==> src/rtl/lsu_mem_stage_if.sv <==
// Data memory bus between the MEM-stage load/store unit and the memory.
// Latency: none, wires only.
// Backpressure: the memory holds off completion by keeping bus_ready low.
interface lsu_mem_stage_if #(
  parameter int WIDTH_DATA = 32,
  parameter int WIDTH_ADDR = 32
);
  logic                  bus_req;
  logic                  bus_we;
  logic [WIDTH_ADDR-1:0] bus_addr;
  logic [3:0]            bus_wstrb;
  logic [WIDTH_DATA-1:0] bus_wdata;
  logic                  bus_ready;
  logic [WIDTH_DATA-1:0] bus_rdata;

  // The load/store unit issues requests.
  modport master (
    output bus_req, bus_we, bus_addr, bus_wstrb, bus_wdata,
    input  bus_ready, bus_rdata
  );

  // The memory answers them.
  modport slave (
    input  bus_req, bus_we, bus_addr, bus_wstrb, bus_wdata,
    output bus_ready, bus_rdata
  );
endinterface

==> src/rtl/lsu_mem_stage.sv <==
// MEM-stage load/store unit: RV32I load/store to word-aligned strobed bus access, load extension.
// Latency: stall is k+1 cycles for a bus answering in cycle k (minimum 2), then one DONE cycle.
// Backpressure: M_Stall holds IF..MEM while the bus is busy; LSU_MISALIGN_TRAP_EN traps misaligned accesses.
module lsu_mem_stage #(
  parameter int WIDTH_DATA = 32,
  parameter int WIDTH_ADDR = 32
) (
  input  logic                  clk,
  input  logic                  rst,
  input  logic                  M_MemRead,
  input  logic                  M_MemWrite,
  input  logic [2:0]            M_funct3,
  input  logic [WIDTH_ADDR-1:0] M_Addr,
  input  logic [WIDTH_DATA-1:0] M_WriteData,
  output logic [WIDTH_DATA-1:0] M_ReadData,
  output logic                  M_Stall,
  output logic                  M_Misaligned,
  lsu_mem_stage_if.master       bus
);

  typedef enum logic [1:0] {IDLE, BUSY, DONE} state_t;

  state_t                state_q, state_d;
  logic                  access;
  logic                  misaligned;
  logic                  issue;
  logic [WIDTH_ADDR-1:0] addr_q;
  logic                  we_q;
  logic [3:0]            wstrb_q, wstrb_d;
  logic [WIDTH_DATA-1:0] wdata_q, wdata_d;
  logic [2:0]            funct3_q;
  logic [1:0]            lane_q;
  logic [7:0]            lane_byte;
  logic [15:0]           lane_half;
  logic [WIDTH_DATA-1:0] load_ext;

  // A store wins when both requests are raised together.
  assign access = M_MemRead | M_MemWrite;

`ifdef LSU_MISALIGN_TRAP_EN
  logic trap;
  logic misaligned_q;

  // Halfwords must sit on an even address, words (and undefined sizes) on a word boundary.
  always_comb begin
    misaligned = 1'b0;
    case (M_funct3[1:0])
      2'b00:   misaligned = 1'b0;
      2'b01:   misaligned = M_Addr[0];
      default: misaligned = |M_Addr[1:0];
    endcase
  end

  assign trap = (state_q == IDLE) && access && misaligned;

  // One-cycle registered pulse in the cycle after a trapped access.
  always_ff @(posedge clk) begin
    if (rst) misaligned_q <= 1'b0;
    else     misaligned_q <= trap;
  end

  assign M_Misaligned = misaligned_q;
`else
  // Low address bits beyond the access size are simply ignored.
  assign misaligned   = 1'b0;
  assign M_Misaligned = 1'b0;
`endif

  // Store lane placement: replicate the datum, strobe only the addressed bytes.
  always_comb begin
    wstrb_d = 4'b1111;
    wdata_d = M_WriteData;
    case (M_funct3[1:0])
      2'b00: begin
        wstrb_d = 4'b0001 << M_Addr[1:0];
        wdata_d = {4{M_WriteData[7:0]}};
      end
      2'b01: begin
        wstrb_d = M_Addr[1] ? 4'b1100 : 4'b0011;
        wdata_d = {2{M_WriteData[15:0]}};
      end
      default: begin
        wstrb_d = 4'b1111;
        wdata_d = M_WriteData;
      end
    endcase
    if (!M_MemWrite) wstrb_d = 4'b0000;
  end

  // Next state and stall; stall is combinational so the access cycle itself is held.
  always_comb begin
    state_d = state_q;
    M_Stall = 1'b0;
    issue   = 1'b0;
    case (state_q)
      IDLE: begin
        if (access && !misaligned) begin
          issue   = 1'b1;
          M_Stall = 1'b1;
          state_d = BUSY;
        end
      end
      BUSY: begin
        M_Stall = 1'b1;
        if (bus.bus_ready) state_d = DONE;
      end
      DONE:    state_d = IDLE;
      default: state_d = IDLE;
    endcase
    if (rst) M_Stall = 1'b0;
  end

  // State register; reset abandons any outstanding bus response.
  always_ff @(posedge clk) begin
    if (rst) state_q <= IDLE;
    else     state_q <= state_d;
  end

  // Request capture; the bus fields stay frozen until the next access is issued.
  always_ff @(posedge clk) begin
    if (rst) begin
      addr_q   <= '0;
      we_q     <= 1'b0;
      wstrb_q  <= 4'b0000;
      wdata_q  <= '0;
      funct3_q <= 3'b000;
      lane_q   <= 2'b00;
    end else if (issue) begin
      addr_q   <= {M_Addr[WIDTH_ADDR-1:2], 2'b00};
      we_q     <= M_MemWrite;
      wstrb_q  <= wstrb_d;
      wdata_q  <= wdata_d;
      funct3_q <= M_funct3;
      lane_q   <= M_Addr[1:0];
    end
  end

  // Lane extraction and sign/zero extension of the returned word.
  always_comb begin
    lane_byte = bus.bus_rdata[{lane_q, 3'b000} +: 8];
    lane_half = lane_q[1] ? bus.bus_rdata[31:16] : bus.bus_rdata[15:0];
    case (funct3_q[1:0])
      2'b00:   load_ext = funct3_q[2] ? {24'h000000, lane_byte}
                                      : {{24{lane_byte[7]}}, lane_byte};
      2'b01:   load_ext = funct3_q[2] ? {16'h0000, lane_half}
                                      : {{16{lane_half[15]}}, lane_half};
      default: load_ext = bus.bus_rdata;
    endcase
  end

  // Load result register; read data is only trusted while requesting and ready.
  always_ff @(posedge clk) begin
    if (rst) begin
      M_ReadData <= '0;
    end else if ((state_q == BUSY) && bus.bus_ready && !we_q) begin
      M_ReadData <= load_ext;
`ifdef LSU_MISALIGN_TRAP_EN
    end else if (trap && !M_MemWrite) begin
      M_ReadData <= '0;
`endif
    end
  end

  assign bus.bus_req   = (state_q == BUSY);
  assign bus.bus_we    = we_q;
  assign bus.bus_addr  = addr_q;
  assign bus.bus_wstrb = wstrb_q;
  assign bus.bus_wdata = wdata_q;

endmodule

==> src/flat_wrapper.sv <==
// flat-port wrapper written by rule: the top's interface ports become plain ports
module lsu_mem_stage_flat 
#(
  parameter int WIDTH_DATA = 32,
  parameter int WIDTH_ADDR = 32
)
  (clk, rst, M_MemRead, M_MemWrite, M_funct3, M_Addr, M_WriteData, M_ReadData, M_Stall, M_Misaligned, bus_bus_req, bus_bus_we, bus_bus_addr, bus_bus_wstrb, bus_bus_wdata, bus_bus_ready, bus_bus_rdata);
  lsu_mem_stage_if #(.WIDTH_DATA(WIDTH_DATA), .WIDTH_ADDR(WIDTH_ADDR)) bus_i ();
  input  logic clk;
  input  logic rst;
  input  logic M_MemRead;
  input  logic M_MemWrite;
  input  logic [2:0] M_funct3;
  input  logic [WIDTH_ADDR-1:0] M_Addr;
  input  logic [WIDTH_DATA-1:0] M_WriteData;
  output logic [WIDTH_DATA-1:0] M_ReadData;
  output logic M_Stall;
  output logic M_Misaligned;
  output wire logic [$bits(bus_i.bus_req)-1:0] bus_bus_req;
  output wire logic [$bits(bus_i.bus_we)-1:0] bus_bus_we;
  output wire logic [$bits(bus_i.bus_addr)-1:0] bus_bus_addr;
  output wire logic [$bits(bus_i.bus_wstrb)-1:0] bus_bus_wstrb;
  output wire logic [$bits(bus_i.bus_wdata)-1:0] bus_bus_wdata;
  input wire logic [$bits(bus_i.bus_ready)-1:0] bus_bus_ready;
  input wire logic [$bits(bus_i.bus_rdata)-1:0] bus_bus_rdata;
  assign bus_bus_req = bus_i.bus_req;
  assign bus_bus_we = bus_i.bus_we;
  assign bus_bus_addr = bus_i.bus_addr;
  assign bus_bus_wstrb = bus_i.bus_wstrb;
  assign bus_bus_wdata = bus_i.bus_wdata;
  assign bus_i.bus_ready = bus_bus_ready;
  assign bus_i.bus_rdata = bus_bus_rdata;
  lsu_mem_stage #(.WIDTH_DATA(WIDTH_DATA), .WIDTH_ADDR(WIDTH_ADDR)) u_core (.clk(clk), .rst(rst), .M_MemRead(M_MemRead), .M_MemWrite(M_MemWrite), .M_funct3(M_funct3), .M_Addr(M_Addr), .M_WriteData(M_WriteData), .M_ReadData(M_ReadData), .M_Stall(M_Stall), .M_Misaligned(M_Misaligned), .bus(bus_i));
endmodule
==> config.mk <==
export PLATFORM = sky130hd
export DESIGN_NAME = lsu_mem_stage_flat
export DESIGN_NICKNAME = d
export VERILOG_FILES = /design/src/rtl/lsu_mem_stage_if.sv /design/src/rtl/lsu_mem_stage.sv /design/src/flat_wrapper.sv
export SDC_FILE = /design/constraint.sdc
export NUM_CORES = 1
export LEC_CHECK = 0
export BUFFER_PORTS_ARGS = -buffer_cell sky130_fd_sc_hd__clkbuf_2
export CAP_MARGIN = 25
export CORE_MARGIN = 8
export CORE_UTILIZATION = 45
export DETAILED_ROUTE_END_ITERATION = 7
export GPL_ROUTABILITY_DRIVEN = 1
export PLACE_DENSITY = 0.79
export REMOVE_ABC_BUFFERS = 1
export SLEW_MARGIN = 15
export SYNTH_ARGS = -nofsm -noshare
export SYNTH_HDL_FRONTEND = slang
export SYNTH_SLANG_ARGS = --single-unit
==> constraint.sdc <==
create_clock -name clk -period 2.64 [get_ports clk]
set_input_delay 0.396 -clock clk [delete_from_list [all_inputs] [get_ports clk]]
set_output_delay 0.396 -clock clk [all_outputs]
set_load 0.005 [all_outputs]
# Word-level counts from Yosys, hierarchy flattened
# Index checks and enable logic that the tools add are counted.
[op_classes]
n_reduce_logical = 7
mux = 15
eq_ne = 5
bitwise_logic = 1
shift = 2
[ops]
columns = ["op", "n"]
rows = [
  ["$pmux W32 S2", 2],
  ["$mux W32", 2],
  ["$shiftx A32 B6 Y8", 1],
  ["$mux W16", 1],
  ["$mux W4", 2],
  ["$pmux W4 S2", 1],
  ["$eq A2 B1 Y1 const B", 3],
  ["$logic_not A2 Y1", 3],
  ["$mux W2", 2],
  ["$ne A2 B1 Y1 const B", 2],
  ["$pmux W2 S2", 1],
  ["$shl A1 B2 Y4 const A", 1],
  ["$mux W1", 3],
  ["$logic_and A1 B1 Y1", 2],
  ["$pmux W1 S2", 1],
  ["$reduce_and A2 Y1", 1],
  ["$logic_not A1 Y1", 1],
  ["$or A1 B1 Y1", 1],
]
[totals]
regBits = 106
input_bits = 104

# Logic depth before layout (Yosys ltp)
[depth]
depth_word = 4
mapped_depth = 6

# Least setup slack after synthesis
# Ideal clock, no wire load.
[synth_timing]
path_type = "register to register"
from = "reg u_core.lane_q[0]"
to = "reg u_core.M_ReadData[2]"
required_time_ns = 2.506
setup_time_ns = 0.134
stages_incl_launch_ff = 5
synth_period_minus_slack_ns = 1.467
arrival_time_ns = 1.333
setup_slack_ns = 1.173
path_cell_list = "dfxtp_1 nor2b_4 mux4_1 mux2i_1 a211oi_1"
[synth_via]
elab_chain_cells = 3
[synth_lines]
columns = ["element", "line", "source"]
rows = [
  ["start: declaration", "lsu_mem_stage.sv:32", "logic [1:0] lane_q;"],
  ["start signal: assignment", "lsu_mem_stage.sv:134", "lane_q <= M_Addr[1:0];"],
  ["$shiftx A32 B6 Y8", "lsu_mem_stage.sv:140", "lane_byte = bus.bus_rdata[{lane_q, 3'b000} +: 8];"],
  ["$mux W32", "lsu_mem_stage.sv:143", "2'b00: load_ext = funct3_q[2] ? {24'h000000, lane_byte}"],
  ["$pmux W32 S2", "lsu_mem_stage.sv:142", "case (funct3_q[1:0])"],
  ["end signal: assignment", "lsu_mem_stage.sv:156", "M_ReadData <= load_ext;"],
  ["end: declaration", "lsu_mem_stage.sv:15", "output logic [WIDTH_DATA-1:0] M_ReadData,"],
]
# No other way between the ends.
# A chain may end at the register's enable or synchronous reset.

# Worst setup path after layout
[layout_timing]
from = "reg u_core.funct3_q[0]"
to = "reg u_core.M_ReadData[1]"
[layout_via]
elab_chain_cells = 2
word_cells_on_any_way = 3
cone_classes = "eq/ne (1); mux (1); reduce/logical (1)"
[layout_lines]
columns = ["element", "line", "source"]
rows = [
  ["start: declaration", "lsu_mem_stage.sv:31", "logic [2:0] funct3_q;"],
  ["start signal: assignment", "lsu_mem_stage.sv:133", "funct3_q <= M_funct3;"],
  ["$eq A2 B1 Y1 / $logic_not A2 Y1 (equally long branches)", "lsu_mem_stage.sv:142", ""],
  ["$pmux W32 S2 (*)", "lsu_mem_stage.sv:142", ""],
]
# Mark *: on every way between the ends. The rest lies on a longest branch, timed or not.

==> impl_metrics.toml <==
[run_status]
status = "completed"

[logic_synthesis]
synthCells = 555
synth_fa_ha_area_frac = 0
synth-compound-area-share = 0.192
synth_simple_gate_area_share = 0.194
synthArstFlopShare = 0
synth_top_family_by_area = "simple AND/OR/NAND/NOR gates"
synth_warnings = 0
synth_edf_count = 0
ys_top_cells_by_area = "dfxtp_1 45%, nand2_1 12%, a21oi_1 6.0%"
yosys.area.top_type = "dfxtp_1"
synthMuxAreaShare = 0.111
synthXorXnorAreaFrac = 0
syn_area_mm2 = 0.00473
synthFlopType = "dfxtp_1"
synthDominantCellAreaShare = 0.449
synth_seq_cells = 106
ys_types = 40
seq_area_frac_synth = 0.449
syn_area_per_cell_um2 = 8.52

[placed_design]
place_congestion = 0.833
portBuffers = 204
placed_area_mm2 = 0.00579
hpwlAfterDp_um = 10600

[timing]
max_freq_mhz = 537
period_share = 0.706
final-setup-viol-count = 0
slew_headroom = 0.572
hold_viol = 0
fin_crit_ns = 1.86
tightest_slew_ns = 0.642
maxSlewViolCount = 0
clock-skew-final_ns = 0.0136
rsz0062_at_grt = "no"

[routing]
drc = 0
vias = 4645
routed_wl_um = 14200
viasPerCell = 5.32
dr.pass1.iters = 4
postRouteAntennaNets = 0
drt_iter0_markers = 337
avgRoutedWirePerCell_um = 16.2

[layout]
drive_above_1_share = 0.353
finalNetCount = 836
layout_common_cells = "203 x clkbuf_2, 146 x nand2_1, 106 x dfxtp_1"
areaGrowthSynthToFinish_pct = 27.4
final_area_mm2 = 0.00602
n_antenna_cell = 0
layout_commonest_cell = "clkbuf_2"

[clocking]
postCtsHoldBufs = 0
cts_max_level = 3
clockRootBuffer = "clkbuf_8"
post_cts.repair.setup_buffers = 0
worstSkewPairLatency_ns = 0.36
clockBufferDepth = 2
cts_sinks = 106
cts_buffers = 9
clk_pin_slew_ns = 0.10
cts-resized-gates = 0
cts_tree = "yes"

[setup_path]
worstPathArrival_ns = 2.08
ff2ff_path_depth = 4
crit_required_ns = 2.85
worstSetupEndpointType = "flop"
path_class = "flop to flop"
crit_chain = "nand2b_4, mux4_2, mux2i_1, a211oi_1"
path_max_fanout = 13
cp-start-kind = "flop"
reg2reg_from = "u_core.funct3_q[0]"
reg2reg_slack_ns = 0.78
worst-path-buf-inv = 0
slowest_delay_ns = 0.66
worst_path_max_delay_cell = "dfxtp_1"
path_delay_family = "multiplexers"
worstReg2RegEnd = "u_core.M_ReadData[1]"

[floorplanning]
num_rows = 37
die_w_um = 118
coreArea_mm2 = 0.0103
die_h_um = 118
dieArea_mm2 = 0.0140
pin_count = 208
start_util = 0.460

[hold_path]
holdPathStages = 3
min_path_type = "primary input to flop"
hold_end = "u_core.bus.bus_addr[21]"
min_from = "M_Addr[21]"

[global_route]
first_global_vias = 4716
antenna_found_initial = 0
grt_max_degree = 84
grt_first_pass_wirelength_um = 23200
overflow = 0
track_usage = 0.197

[power]
peakVddDrop_mv = 0.319
power.leakage_nw = 2.65
p_per_area_mw_per_mm2 = 604
power_mw = 3.64

[run]
drv_cap = 0
[routing by layer]
| layer | part of all wire | vias to the layer above | wire, µm | global-route usage |
|---|---|---|---|---|
| li1 | - | 2260 | - | - |
| met1 | 0.41 | 2175 | 5780 | 0.228 |
| met2 | 0.48 | 198 | 6750 | 0.323 |
| met3 | 0.11 | 12 | 1490 | 0.0923 |
| met4 | 0.0093 | 0 | 131 | 0.0498 |
| met5 | 0 | - | 0 | 0 |
[worst register-to-register path: cells and delay by family (launching register included)]
family          cells  cell delay [ns]
mux                 2             0.68
compound gates      1             0.10
simple gates        1             0.29
flops               1             0.66
[per-stage QoR]
step | cells | util | hold WS, ns | TNS [ns] | setup WS, ns
finish | 873 | 0.586 | 0.245 | 0 | 0.777
global route | 873 | 0.586 | 0.224 | 0 | 0.670
CTS | 872 | 0.584 | 0.221 | 0 | 0.764
detailed placement | 856 | 0.563 | 0.448 | 0 | 0.694
global placement | 856 | 0.563 | 0.441 | 0 | 0.721
floorplan | 508 | - | 0.442 | -154.45 | -2.45
[worst max-delay path by stage]
stage | start | end | slack, ns | cells past startpoint
global placement | M_MemWrite | u_core.bus.bus_wstrb[2] | 0.72 | 5
detailed placement | M_MemWrite | u_core.bus.bus_wstrb[2] | 0.69 | 5
floorplan | M_MemWrite | u_core.bus.bus_wdata[10] | -2.45 | 3
finish | u_core.funct3_q[0] | u_core.M_ReadData[1] | 0.78 | 4
global route | u_core.funct3_q[0] | u_core.M_ReadData[1] | 0.67 | 4
CTS | u_core.funct3_q[0] | u_core.M_ReadData[1] | 0.76 | 4
[area by class of cell]
cell class | instances | area, µm²
fill | 933 | 4260
timing repair buffer | 213 | 1140
inverter | 2 | 7.51
multi-input combinational | 400 | 2370
sequential | 106 | 2120
clock buffer | 11 | 151
clock inverter | 5 | 61.3
tap | 136 | 170
[cells in the mapped netlist, types with 2 or more instances]
| master | n |
|---|---|
| nor2b_1 | 2 |
| a211oi_2 | 10 |
| o21ai_0 | 26 |
| buf_2 | 20 |
| nand2_1 | 146 |
| mux2_2 | 7 |
| mux4_2 | 4 |
| a21oi_1 | 57 |
| mux2i_1 | 24 |
| nor3b_1 | 2 |
| a311oi_1 | 9 |
| inv_1 | 2 |
| nand2b_1 | 3 |
| mux4_1 | 3 |
| dfxtp_1 | 106 |
| nor3_1 | 3 |
| clkbuf_1 | 20 |
| buf_4 | 5 |
| buf_1 | 2 |
| nand3b_1 | 8 |
| buf_6 | 2 |
| nor2_1 | 48 |
| a211oi_1 | 29 |
[cell families after synthesis]
| group | after synthesis |
|---|---|
| other cells | 1 |
| simple gates | 219 |
| compound gates | 138 |
| mux | 40 |
| flops | 106 |
| buf+inv | 51 |
[state kept, by name, indices dropped and copies added, names as in the netlist]
name	cells
u_core.bus.bus_we	1
u_core.bus.bus_wdata	32
u_core.funct3_q	3
u_core.bus.bus_addr	30
u_core.bus.bus_wstrb	4
u_core.state_q	2
u_core.lane_q	2
u_core.M_ReadData	32
[power by group]
part | internal (mW) | leakage, nW | switching, mW | total [mW]
Sequential | 1.73 | 0.873 | 0.0829 | 1.82
Clock | 0.494 | 0.0982 | 0.548 | 1.04
Combinational | 0.346 | 1.68 | 0.431 | 0.777
Total | 2.58 | 2.65 | 1.06 | 3.64
No activity file was read; power rests on OpenSTA's default activity.
